[src/rtl/aib_avmm_arb_pkg.sv]
// Shared types and constants for the AIB AVMM configuration-bus arbiter.
package aib_avmm_arb_pkg;

    localparam int         ADDR_W    = 21;
    localparam int         DATA_W    = 8;
    localparam logic [7:0] ERR_RDATA = 8'hEE;

    typedef enum logic [1:0] {
        IDLE    = 2'd0,
        ISSUE   = 2'd1,
        WAIT_RD = 2'd2,
        DONE    = 2'd3
    } state_t;

    typedef enum logic [1:0] {
        REQ_AVMM1 = 2'd0,
        REQ_AVMM2 = 2'd1,
        REQ_HIP   = 2'd2
    } req_idx_t;

    function automatic req_idx_t onehot_to_idx(input logic [2:0] oh);
        case (oh)
            3'b010:  return REQ_AVMM2;
            3'b100:  return REQ_HIP;
            default: return REQ_AVMM1;
        endcase
    endfunction

endpackage

[src/rtl/aib_avmm_cfg_arb_if.sv]
// Requester and CSR-target signal bundle for the AVMM configuration arbiter.
interface aib_avmm_cfg_arb_if;

    logic        avmm1_request, avmm1_read, avmm1_write;
    logic [9:0]  avmm1_reg_addr;
    logic [7:0]  avmm1_writedata;
    logic        avmm2_request, avmm2_read, avmm2_write;
    logic [8:0]  avmm2_reg_addr;
    logic [7:0]  avmm2_writedata;
    logic        hip_request, hip_read, hip_write;
    logic [20:0] hip_reg_addr;
    logic [7:0]  hip_writedata;

    logic [2:0]  gnt;
    logic [2:0]  done;
    logic        err;
    logic [7:0]  rdata;

    // Target handshake: tgt_read/tgt_write is accepted on an edge where
    // tgt_waitrequest is low; until then command, address and wdata are held.
    // Read data is taken on an edge with tgt_rdatavalid high while in WAIT_RD.
    logic        tgt_read, tgt_write;
    logic [20:0] tgt_addr;
    logic [7:0]  tgt_wdata;
    logic        tgt_waitrequest;
    logic        tgt_rdatavalid;
    logic [7:0]  tgt_rdata;

    aib_avmm_arb_pkg::state_t dbg_state;

    modport slave (
        input  avmm1_request, avmm1_read, avmm1_write, avmm1_reg_addr, avmm1_writedata,
        input  avmm2_request, avmm2_read, avmm2_write, avmm2_reg_addr, avmm2_writedata,
        input  hip_request, hip_read, hip_write, hip_reg_addr, hip_writedata,
        input  tgt_waitrequest, tgt_rdatavalid, tgt_rdata,
        output gnt, done, err, rdata,
        output tgt_read, tgt_write, tgt_addr, tgt_wdata,
        output dbg_state
    );

    modport master (
        output avmm1_request, avmm1_read, avmm1_write, avmm1_reg_addr, avmm1_writedata,
        output avmm2_request, avmm2_read, avmm2_write, avmm2_reg_addr, avmm2_writedata,
        output hip_request, hip_read, hip_write, hip_reg_addr, hip_writedata,
        output tgt_waitrequest, tgt_rdatavalid, tgt_rdata,
        input  gnt, done, err, rdata,
        input  tgt_read, tgt_write, tgt_addr, tgt_wdata,
        input  dbg_state
    );

endinterface

[src/rtl/aib_avmm_rr_arb.sv]
// Combinational 3-way round-robin picker; search starts after the last winner.
module aib_avmm_rr_arb
    import aib_avmm_arb_pkg::*;
(
    input  logic [2:0] req,
    input  req_idx_t   last,
    output logic [2:0] grant,
    output logic       valid
);

    always_comb begin
        grant = 3'b000;
        case (last)
            REQ_AVMM1: begin
                if      (req[1]) grant = 3'b010;
                else if (req[2]) grant = 3'b100;
                else if (req[0]) grant = 3'b001;
            end
            REQ_AVMM2: begin
                if      (req[2]) grant = 3'b100;
                else if (req[0]) grant = 3'b001;
                else if (req[1]) grant = 3'b010;
            end
            default: begin
                if      (req[0]) grant = 3'b001;
                else if (req[1]) grant = 3'b010;
                else if (req[2]) grant = 3'b100;
            end
        endcase
    end

    assign valid = |req;

endmodule

[src/rtl/aib_avmm_cfg_arb.sv]
// Round-robin arbiter sharing one 21-bit/8-bit CSR target among PLD AVMM1,
// PLD AVMM2 and HIP AVMM; one transaction at a time, registered outputs.
module aib_avmm_cfg_arb
    import aib_avmm_arb_pkg::*;
#(
    parameter logic [ADDR_W-1:0] AVMM1_BASE  = 21'h00000,
    parameter logic [ADDR_W-1:0] AVMM2_BASE  = 21'h00400,
    parameter int                TIMEOUT_CYC = 64
) (
    input  logic               avmm_clk,
    input  logic               avmm_rst_n,
    aib_avmm_cfg_arb_if.slave  bus
);

    localparam logic [8:0] TMO_LIM = 9'(TIMEOUT_CYC);

    state_t              state_q, state_d;
    req_idx_t            last_q, last_d, owner_q, owner_d, pick_idx;
    logic [2:0]          gnt_q, gnt_d, done_q, done_d, pick, req_vec;
    logic                err_q, err_d, is_rd_q, is_rd_d, pick_valid;
    logic                rd_q, rd_d, wr_q, wr_d;
    logic [7:0]          rdata_q, rdata_d, wdata_q, wdata_d, cnt_q, cnt_d;
    logic [ADDR_W-1:0]   addr_q, addr_d, sel_addr;
    logic [7:0]          sel_wdata;
    logic                sel_rd, sel_wr, sel_legal, tmo;
    logic [8:0]          cnt_inc;

    assign req_vec = {bus.hip_request, bus.avmm2_request, bus.avmm1_request};

    aib_avmm_rr_arb u_rr (
        .req   (req_vec),
        .last  (last_q),
        .grant (pick),
        .valid (pick_valid)
    );

    assign pick_idx = onehot_to_idx(pick);

    // Narrow requesters are zero-extended and relocated; the sum wraps mod 2^21.
    always_comb begin
        sel_rd    = bus.hip_read;
        sel_wr    = bus.hip_write;
        sel_addr  = bus.hip_reg_addr;
        sel_wdata = bus.hip_writedata;
        case (pick_idx)
            REQ_AVMM1: begin
                sel_rd    = bus.avmm1_read;
                sel_wr    = bus.avmm1_write;
                sel_addr  = AVMM1_BASE + ADDR_W'(bus.avmm1_reg_addr);
                sel_wdata = bus.avmm1_writedata;
            end
            REQ_AVMM2: begin
                sel_rd    = bus.avmm2_read;
                sel_wr    = bus.avmm2_write;
                sel_addr  = AVMM2_BASE + ADDR_W'(bus.avmm2_reg_addr);
                sel_wdata = bus.avmm2_writedata;
            end
            default: ;
        endcase
    end

    assign sel_legal = sel_rd ^ sel_wr;
    assign cnt_inc   = {1'b0, cnt_q} + 9'd1;
    assign tmo       = (cnt_inc >= TMO_LIM);

    always_ff @(posedge avmm_clk) begin
        if (!avmm_rst_n) state_q <= IDLE;
        else             state_q <= state_d;
    end

    // Completion (acceptance or read data) takes priority over the timeout.
    always_comb begin
        state_d = state_q;
        case (state_q)
            IDLE:    if (pick_valid) state_d = sel_legal ? ISSUE : DONE;
            ISSUE:   if (!bus.tgt_waitrequest) state_d = is_rd_q ? WAIT_RD : DONE;
                     else if (tmo) state_d = DONE;
            WAIT_RD: if (bus.tgt_rdatavalid || tmo) state_d = DONE;
            DONE:    state_d = IDLE;
            default: state_d = IDLE;
        endcase
    end

    always_comb begin
        gnt_d   = gnt_q;
        done_d  = 3'b000;
        err_d   = 1'b0;
        rdata_d = rdata_q;
        rd_d    = rd_q;
        wr_d    = wr_q;
        addr_d  = addr_q;
        wdata_d = wdata_q;
        cnt_d   = cnt_q;
        last_d  = last_q;
        owner_d = owner_q;
        is_rd_d = is_rd_q;
        case (state_q)
            IDLE: if (pick_valid) begin
                gnt_d   = pick;
                owner_d = pick_idx;
                cnt_d   = 8'd0;
                addr_d  = sel_addr;
                wdata_d = sel_wdata;
                is_rd_d = sel_rd;
                if (sel_legal) begin
                    rd_d = sel_rd;
                    wr_d = sel_wr;
                end else begin
                    done_d  = pick;
                    err_d   = 1'b1;
                    rdata_d = 8'h00;
                end
            end
            ISSUE: begin
                cnt_d = cnt_inc[7:0];
                if (!bus.tgt_waitrequest) begin
                    rd_d = 1'b0;
                    wr_d = 1'b0;
                    if (!is_rd_q) begin
                        done_d  = gnt_q;
                        rdata_d = 8'h00;
                    end
                end else if (tmo) begin
                    rd_d    = 1'b0;
                    wr_d    = 1'b0;
                    done_d  = gnt_q;
                    err_d   = 1'b1;
                    rdata_d = ERR_RDATA;
                end
            end
            WAIT_RD: begin
                cnt_d = cnt_inc[7:0];
                if (bus.tgt_rdatavalid) begin
                    done_d  = gnt_q;
                    rdata_d = bus.tgt_rdata;
                end else if (tmo) begin
                    done_d  = gnt_q;
                    err_d   = 1'b1;
                    rdata_d = ERR_RDATA;
                end
            end
            DONE: begin
                gnt_d  = 3'b000;
                last_d = owner_q;
            end
            default: ;
        endcase
    end

    always_ff @(posedge avmm_clk) begin
        if (!avmm_rst_n) begin
            gnt_q   <= 3'b000;
            done_q  <= 3'b000;
            err_q   <= 1'b0;
            rdata_q <= 8'h00;
            rd_q    <= 1'b0;
            wr_q    <= 1'b0;
            addr_q  <= '0;
            wdata_q <= 8'h00;
            cnt_q   <= 8'd0;
            last_q  <= REQ_HIP;
            owner_q <= REQ_AVMM1;
            is_rd_q <= 1'b0;
        end else begin
            gnt_q   <= gnt_d;
            done_q  <= done_d;
            err_q   <= err_d;
            rdata_q <= rdata_d;
            rd_q    <= rd_d;
            wr_q    <= wr_d;
            addr_q  <= addr_d;
            wdata_q <= wdata_d;
            cnt_q   <= cnt_d;
            last_q  <= last_d;
            owner_q <= owner_d;
            is_rd_q <= is_rd_d;
        end
    end

    assign bus.gnt       = gnt_q;
    assign bus.done      = done_q;
    assign bus.err       = err_q;
    assign bus.rdata     = rdata_q;
    assign bus.tgt_read  = rd_q;
    assign bus.tgt_write = wr_q;
    assign bus.tgt_addr  = addr_q;
    assign bus.tgt_wdata = wdata_q;
    assign bus.dbg_state = state_q;

endmodule

[src/flat_wrapper.sv]
// flat-port wrapper written by rule: the top's interface ports become plain ports
module aib_avmm_cfg_arb_flat import aib_avmm_arb_pkg::*;
#(
    parameter logic [ADDR_W-1:0] AVMM1_BASE  = 21'h00000,
    parameter logic [ADDR_W-1:0] AVMM2_BASE  = 21'h00400,
    parameter int                TIMEOUT_CYC = 64
)
  (avmm_clk, avmm_rst_n, bus_avmm1_request, bus_avmm1_read, bus_avmm1_write, bus_avmm1_reg_addr, bus_avmm1_writedata, bus_avmm2_request, bus_avmm2_read, bus_avmm2_write, bus_avmm2_reg_addr, bus_avmm2_writedata, bus_hip_request, bus_hip_read, bus_hip_write, bus_hip_reg_addr, bus_hip_writedata, bus_tgt_waitrequest, bus_tgt_rdatavalid, bus_tgt_rdata, bus_gnt, bus_done, bus_err, bus_rdata, bus_tgt_read, bus_tgt_write, bus_tgt_addr, bus_tgt_wdata, bus_dbg_state);
  aib_avmm_cfg_arb_if bus_i ();
  input  logic avmm_clk;
  input  logic avmm_rst_n;
  input wire logic [$bits(bus_i.avmm1_request)-1:0] bus_avmm1_request;
  input wire logic [$bits(bus_i.avmm1_read)-1:0] bus_avmm1_read;
  input wire logic [$bits(bus_i.avmm1_write)-1:0] bus_avmm1_write;
  input wire logic [$bits(bus_i.avmm1_reg_addr)-1:0] bus_avmm1_reg_addr;
  input wire logic [$bits(bus_i.avmm1_writedata)-1:0] bus_avmm1_writedata;
  input wire logic [$bits(bus_i.avmm2_request)-1:0] bus_avmm2_request;
  input wire logic [$bits(bus_i.avmm2_read)-1:0] bus_avmm2_read;
  input wire logic [$bits(bus_i.avmm2_write)-1:0] bus_avmm2_write;
  input wire logic [$bits(bus_i.avmm2_reg_addr)-1:0] bus_avmm2_reg_addr;
  input wire logic [$bits(bus_i.avmm2_writedata)-1:0] bus_avmm2_writedata;
  input wire logic [$bits(bus_i.hip_request)-1:0] bus_hip_request;
  input wire logic [$bits(bus_i.hip_read)-1:0] bus_hip_read;
  input wire logic [$bits(bus_i.hip_write)-1:0] bus_hip_write;
  input wire logic [$bits(bus_i.hip_reg_addr)-1:0] bus_hip_reg_addr;
  input wire logic [$bits(bus_i.hip_writedata)-1:0] bus_hip_writedata;
  input wire logic [$bits(bus_i.tgt_waitrequest)-1:0] bus_tgt_waitrequest;
  input wire logic [$bits(bus_i.tgt_rdatavalid)-1:0] bus_tgt_rdatavalid;
  input wire logic [$bits(bus_i.tgt_rdata)-1:0] bus_tgt_rdata;
  output wire logic [$bits(bus_i.gnt)-1:0] bus_gnt;
  output wire logic [$bits(bus_i.done)-1:0] bus_done;
  output wire logic [$bits(bus_i.err)-1:0] bus_err;
  output wire logic [$bits(bus_i.rdata)-1:0] bus_rdata;
  output wire logic [$bits(bus_i.tgt_read)-1:0] bus_tgt_read;
  output wire logic [$bits(bus_i.tgt_write)-1:0] bus_tgt_write;
  output wire logic [$bits(bus_i.tgt_addr)-1:0] bus_tgt_addr;
  output wire logic [$bits(bus_i.tgt_wdata)-1:0] bus_tgt_wdata;
  output wire logic [$bits(bus_i.dbg_state)-1:0] bus_dbg_state;
  assign bus_i.avmm1_request = bus_avmm1_request;
  assign bus_i.avmm1_read = bus_avmm1_read;
  assign bus_i.avmm1_write = bus_avmm1_write;
  assign bus_i.avmm1_reg_addr = bus_avmm1_reg_addr;
  assign bus_i.avmm1_writedata = bus_avmm1_writedata;
  assign bus_i.avmm2_request = bus_avmm2_request;
  assign bus_i.avmm2_read = bus_avmm2_read;
  assign bus_i.avmm2_write = bus_avmm2_write;
  assign bus_i.avmm2_reg_addr = bus_avmm2_reg_addr;
  assign bus_i.avmm2_writedata = bus_avmm2_writedata;
  assign bus_i.hip_request = bus_hip_request;
  assign bus_i.hip_read = bus_hip_read;
  assign bus_i.hip_write = bus_hip_write;
  assign bus_i.hip_reg_addr = bus_hip_reg_addr;
  assign bus_i.hip_writedata = bus_hip_writedata;
  assign bus_i.tgt_waitrequest = bus_tgt_waitrequest;
  assign bus_i.tgt_rdatavalid = bus_tgt_rdatavalid;
  assign bus_i.tgt_rdata = bus_tgt_rdata;
  assign bus_gnt = bus_i.gnt;
  assign bus_done = bus_i.done;
  assign bus_err = bus_i.err;
  assign bus_rdata = bus_i.rdata;
  assign bus_tgt_read = bus_i.tgt_read;
  assign bus_tgt_write = bus_i.tgt_write;
  assign bus_tgt_addr = bus_i.tgt_addr;
  assign bus_tgt_wdata = bus_i.tgt_wdata;
  assign bus_dbg_state = bus_i.dbg_state;
  aib_avmm_cfg_arb #(.AVMM1_BASE(AVMM1_BASE), .AVMM2_BASE(AVMM2_BASE), .TIMEOUT_CYC(TIMEOUT_CYC)) u_core (.avmm_clk(avmm_clk), .avmm_rst_n(avmm_rst_n), .bus(bus_i));
endmodule
[config.mk]
export PLATFORM = sky130hd
export DESIGN_NAME = aib_avmm_cfg_arb_flat
export DESIGN_NICKNAME = d
export VERILOG_FILES = /design/src/rtl/aib_avmm_arb_pkg.sv /design/src/rtl/aib_avmm_cfg_arb_if.sv /design/src/rtl/aib_avmm_rr_arb.sv /design/src/rtl/aib_avmm_cfg_arb.sv /design/src/flat_wrapper.sv
export SDC_FILE = /design/constraint.sdc
export NUM_CORES = 1
export LEC_CHECK = 0
export BUFFER_PORTS_ARGS = -buffer_cell sky130_fd_sc_hd__buf_2
export CAP_MARGIN = 30
export CORE_MARGIN = 5
export CORE_UTILIZATION = 25
export CTS_CLUSTER_SIZE = 14
export DETAILED_ROUTE_END_ITERATION = 16
export PLACE_DENSITY = 0.46
export SYNTH_ARGS = -nofsm -noshare
export SYNTH_HDL_FRONTEND = slang
export SYNTH_SLANG_ARGS = --single-unit
[constraint.sdc]
create_clock -name avmm_clk -period 2.8 [get_ports avmm_clk]
set_input_delay 0.28 -clock avmm_clk [delete_from_list [all_inputs] [get_ports avmm_clk]]
set_output_delay 0.28 -clock avmm_clk [all_outputs]
set_load 0.03 [all_outputs]
==> flow_summary.yaml <==
run_status:
  status: "complete, no violations"
clocking:
  worstSkewPairLatency_ns: 0.33
  cts_setup_buffers: 0
  hold_buffers: 0
  cts_resized: 0
  cts_root_buf: "clkbuf_16"
  clock_path_buffers: 2
  cts_tree: "built"
  clock_sinks: 61
  clkSlewWorstSetupHoldPaths_ns: 0.05
  cts_htree_levels: 3
  numCtsBuffers: 9
synthesis:
  synthDistinctLibCells: 50
  syn_area_per_cell_um2: 7.66
  synth.area.top_cells: "dfxtp_1, nor2_1, a21oi_1"
  synthArstFlopShare_pct: 0
  yosys_warnings: 0
  syn_nets: 507
  muxShareOfSynthArea_pct: 1.89
  synthFlopType: "dfxtp_1"
  netlist_area_um2: 3180
  synth-seq-cells: 61
  synthAdderAreaFrac_pct: 2.75
  synth_top_area_share_pct: 38.4
  synth_compound_area_share_pct: 26.2
  synth_simple_gate_area_share_pct: 25.1
  synthCells: 415
  synth_edf_count: 0
  yosysSeqAreaShare_pct: 38.4
  synth_top_family_by_area: "compound AO/OA/AOI/OAI gates"
  yosys.area.top_type: "dfxtp_1"
  synth_xor_area_share_pct: 0.512
placed_design:
  dp.final_hpwl_mm: 7.71
  gp_routability_congestion: 0.834
  pre_cts_ws_ns: 0.351
  numPortBuffers: 132
worst_setup_path:
  required_ns: 3.01
  worst-path-max-fanout: 7
  cp_data_arrival_time_ns: 2.52
  path_class: "reg2reg"
  r2r_cells: 8
  r2r_slack_ns: 0.49
  cp-start-kind: "flop"
  end_kind: "flop"
  reg2reg_to: "u_core.bus.done[1]$_SDFF_PN0_"
  regToRegStartpoint: "u_core.cnt_q[0]$_SDFFE_PN0P_"
  cp-startpoint: "u_core.cnt_q[0]$_SDFFE_PN0P_"
final_layout:
  final_common_cell: "buf_2"
  drive_above_1_share_pct: 30.6
  antenna_cells: 0
  utilization_pct: 34.5
  area_growth_pct: 36.4
  num-fill-cells: 1359
  final_nets: 632
  mostFrequentLayoutCells: "buf_2, nor2_1, dfxtp_1"
power:
  p_sw_share_pct: 41.5
  internal_power_w: 0.00239
  p_sw_w: 0.00170
  pwr-share-clk_pct: 28.3
  ir_drop_mv: 0.265
  powerDensity_nw_per_um2: 943
  pwr-share-comb_pct: 43.8
  fin_total_pwr_w: 0.00409
  seqPwrFrac_pct: 27.9
  p_leak_nw: 1.93
timing:
  finalCriticalPeriod_ns: 2.31
  finalMaxSlewViolations: 0
  hold_viol: 0
  finalSetupTns_ns: 0
  max_slew_margin_pct: 44.1
  clock-skew-final_ns: 0.00423
  min_period_over_period_pct: 82.4
  rsz0062_at_grt: "false"
  fin_ws_ns: 0.492
  worst_pin_slew_ns: 0.838
  setup_viol: 0
  fmax_mhz: 433
global_route:
  grt_pass1_vias: 3374
  track_usage_pct: 14.2
  antenna_found_initial: 0
  grt_pass1_wl_mm: 16.6
  grt_start_max_net_pins: 38
  grt_overflow_total: 0
worst_hold_path:
  min_to: "u_core.bus.tgt_addr[11]$_SDFFE_PN0P_"
  min_path_cells: 3
  hold_class: "in2reg"
  hold_start: "bus_hip_reg_addr[11]"
route:
  antenna_left: 0
  drt_iter0_drc: 187
  routed_wl_mm: 10.4
  viasPerCell: 4.81
  vias: 3447
  drc: 0
  routedWlPerCell_um: 14.5
  drt_first_pass_iters: 4
floorplanning:
  dieArea_um2: 15100
  io_pins: 133
  rows: 41
  dieWidth_um: 123
  start_util_pct: 25.3
  core_um2: 12600
  die_h_um: 123
job:
  cap_violations: 0
==> power by group through the flow <==
stage          combinational [W]  clock [W]  sequential (W)
2_1_floorplan            0.00104          0         0.00139
3_3_place_gp             0.00180          0         0.00115
3_5_place_dp             0.00181          0         0.00115
4_1_cts                  0.00181    0.00120         0.00114
5_1_grt                  0.00201    0.00124         0.00117
6_report                 0.00179    0.00116         0.00114
==> logic make-up (layout without fill, tap and decap cells) <==
family | after synthesis | in the layout
AOI/OAI and AO/OA | 120 | 120
xor gates and xnor gates | 1 | 1
adders and majority gates | 7 | 7
buffers and inverters | 41 | 171
DFF | 61 | 61
muxes | 6 | 6
and+or+nand+nor | 179 | 179
==> state kept, by name (all words and copies together), names as in the netlist <==
| signal | flops |
|---|---|
| u_core.is_rd_q | 1 |
| u_core.last_q | 2 |
| u_core.bus.err | 1 |
| u_core.bus.tgt_addr | 21 |
| u_core.cnt_q | 8 |
| u_core.bus.gnt | 3 |
| u_core.bus.tgt_write | 1 |
| u_core.bus.rdata | 8 |
| u_core.bus.tgt_wdata | 8 |
| u_core.owner_q | 2 |
| u_core.bus.done | 3 |
| u_core.bus.dbg_state | 2 |
| u_core.bus.tgt_read | 1 |
==> metrics by stage <==
step	cells	hold WS [ns]	area (um^2)
final	717	0.183	4340
after global routing	717	0.193	4340
after CTS	717	0.166	4340
after detailed placement	701	0.469	4020
after global placement	701	0.460	4020
after floorplan	415	0.428	3180
==> layout make-up <==
class,instances,area [um^2],area share [%]
clock buffer,13,270,6.23
clock inverter,3,42.5,0.981
tap,172,215,4.96
sequential,61,1220,28.2
timing repair buffer,142,736,17.0
multi-input combinational,313,1800,41.6
inverter,13,48.8,1.13
==> metal layers <==
| metal | vias up | track usage, % | part of all wire, % |
|---|---|---|---|
| met1 | 1565 | 17.9 | 45 |
| met5 | - | 0 | 0 |
| li1 | 1733 | - | - |
| met3 | 9 | 5.25 | 9.8 |
| met2 | 140 | 21.5 | 44 |
| met4 | 0 | 6.09 | 1.3 |
==> worst max-delay path by stage <==
stage,end,slack (ns),cells after the start
finish,u_core.bus.done[1]$_SDFF_PN0_,0.49,8
global route,u_core.bus.done[2]$_SDFF_PN0_,0.13,8
CTS,u_core.bus.done[1]$_SDFF_PN0_,0.49,8
detailed placement,u_core.bus.rdata[5]$_SDFFE_PN0P_,0.35,8
global placement,u_core.bus.rdata[2]$_SDFFE_PN0P_,0.44,8
floorplan,u_core.bus.rdata[0]$_SDFFE_PN0P_,0.65,7
==> cell usage after synthesis (2+ instances only) <==
| cell type | instances |
|---|---|
| a211oi_1 | 3 |
| a21boi_0 | 3 |
| a21o_1 | 2 |
| a21oi_1 | 36 |
| a221oi_1 | 3 |
| a22oi_1 | 12 |
| a311oi_1 | 17 |
| a31oi_1 | 2 |
| and2_1 | 4 |
| and3_1 | 2 |
| buf_1 | 4 |
| buf_2 | 2 |
| clkbuf_1 | 21 |
| dfxtp_1 | 61 |
| ha_1 | 7 |
| inv_1 | 11 |
| inv_2 | 2 |
| mux2i_1 | 6 |
| nand2_1 | 47 |
| nand2b_1 | 7 |
| nand3_1 | 29 |
| nand3b_1 | 3 |
| nand4b_1 | 2 |
| nor2_1 | 70 |
| nor2b_1 | 4 |
| nor3_1 | 5 |
| o211a_1 | 2 |
| o211ai_1 | 2 |
| o21a_1 | 3 |
| o21ai_0 | 15 |
| o21ai_1 | 3 |
| o221a_1 | 3 |
| o22ai_1 | 4 |
| o32ai_1 | 2 |
==> worst max-delay path: stages (launching register included) <==
cell and delay, ns:
dfxtp_1 0.41, ha_1 0.22, nand3_1 0.11, a2111oi_0 0.55, o21ai_1 0.35, o21ai_0 0.22, o21ai_0 0.10, nand2_1 0.13
o32ai_1 0.10
Note: power is estimated with default switching activity, not from simulation.
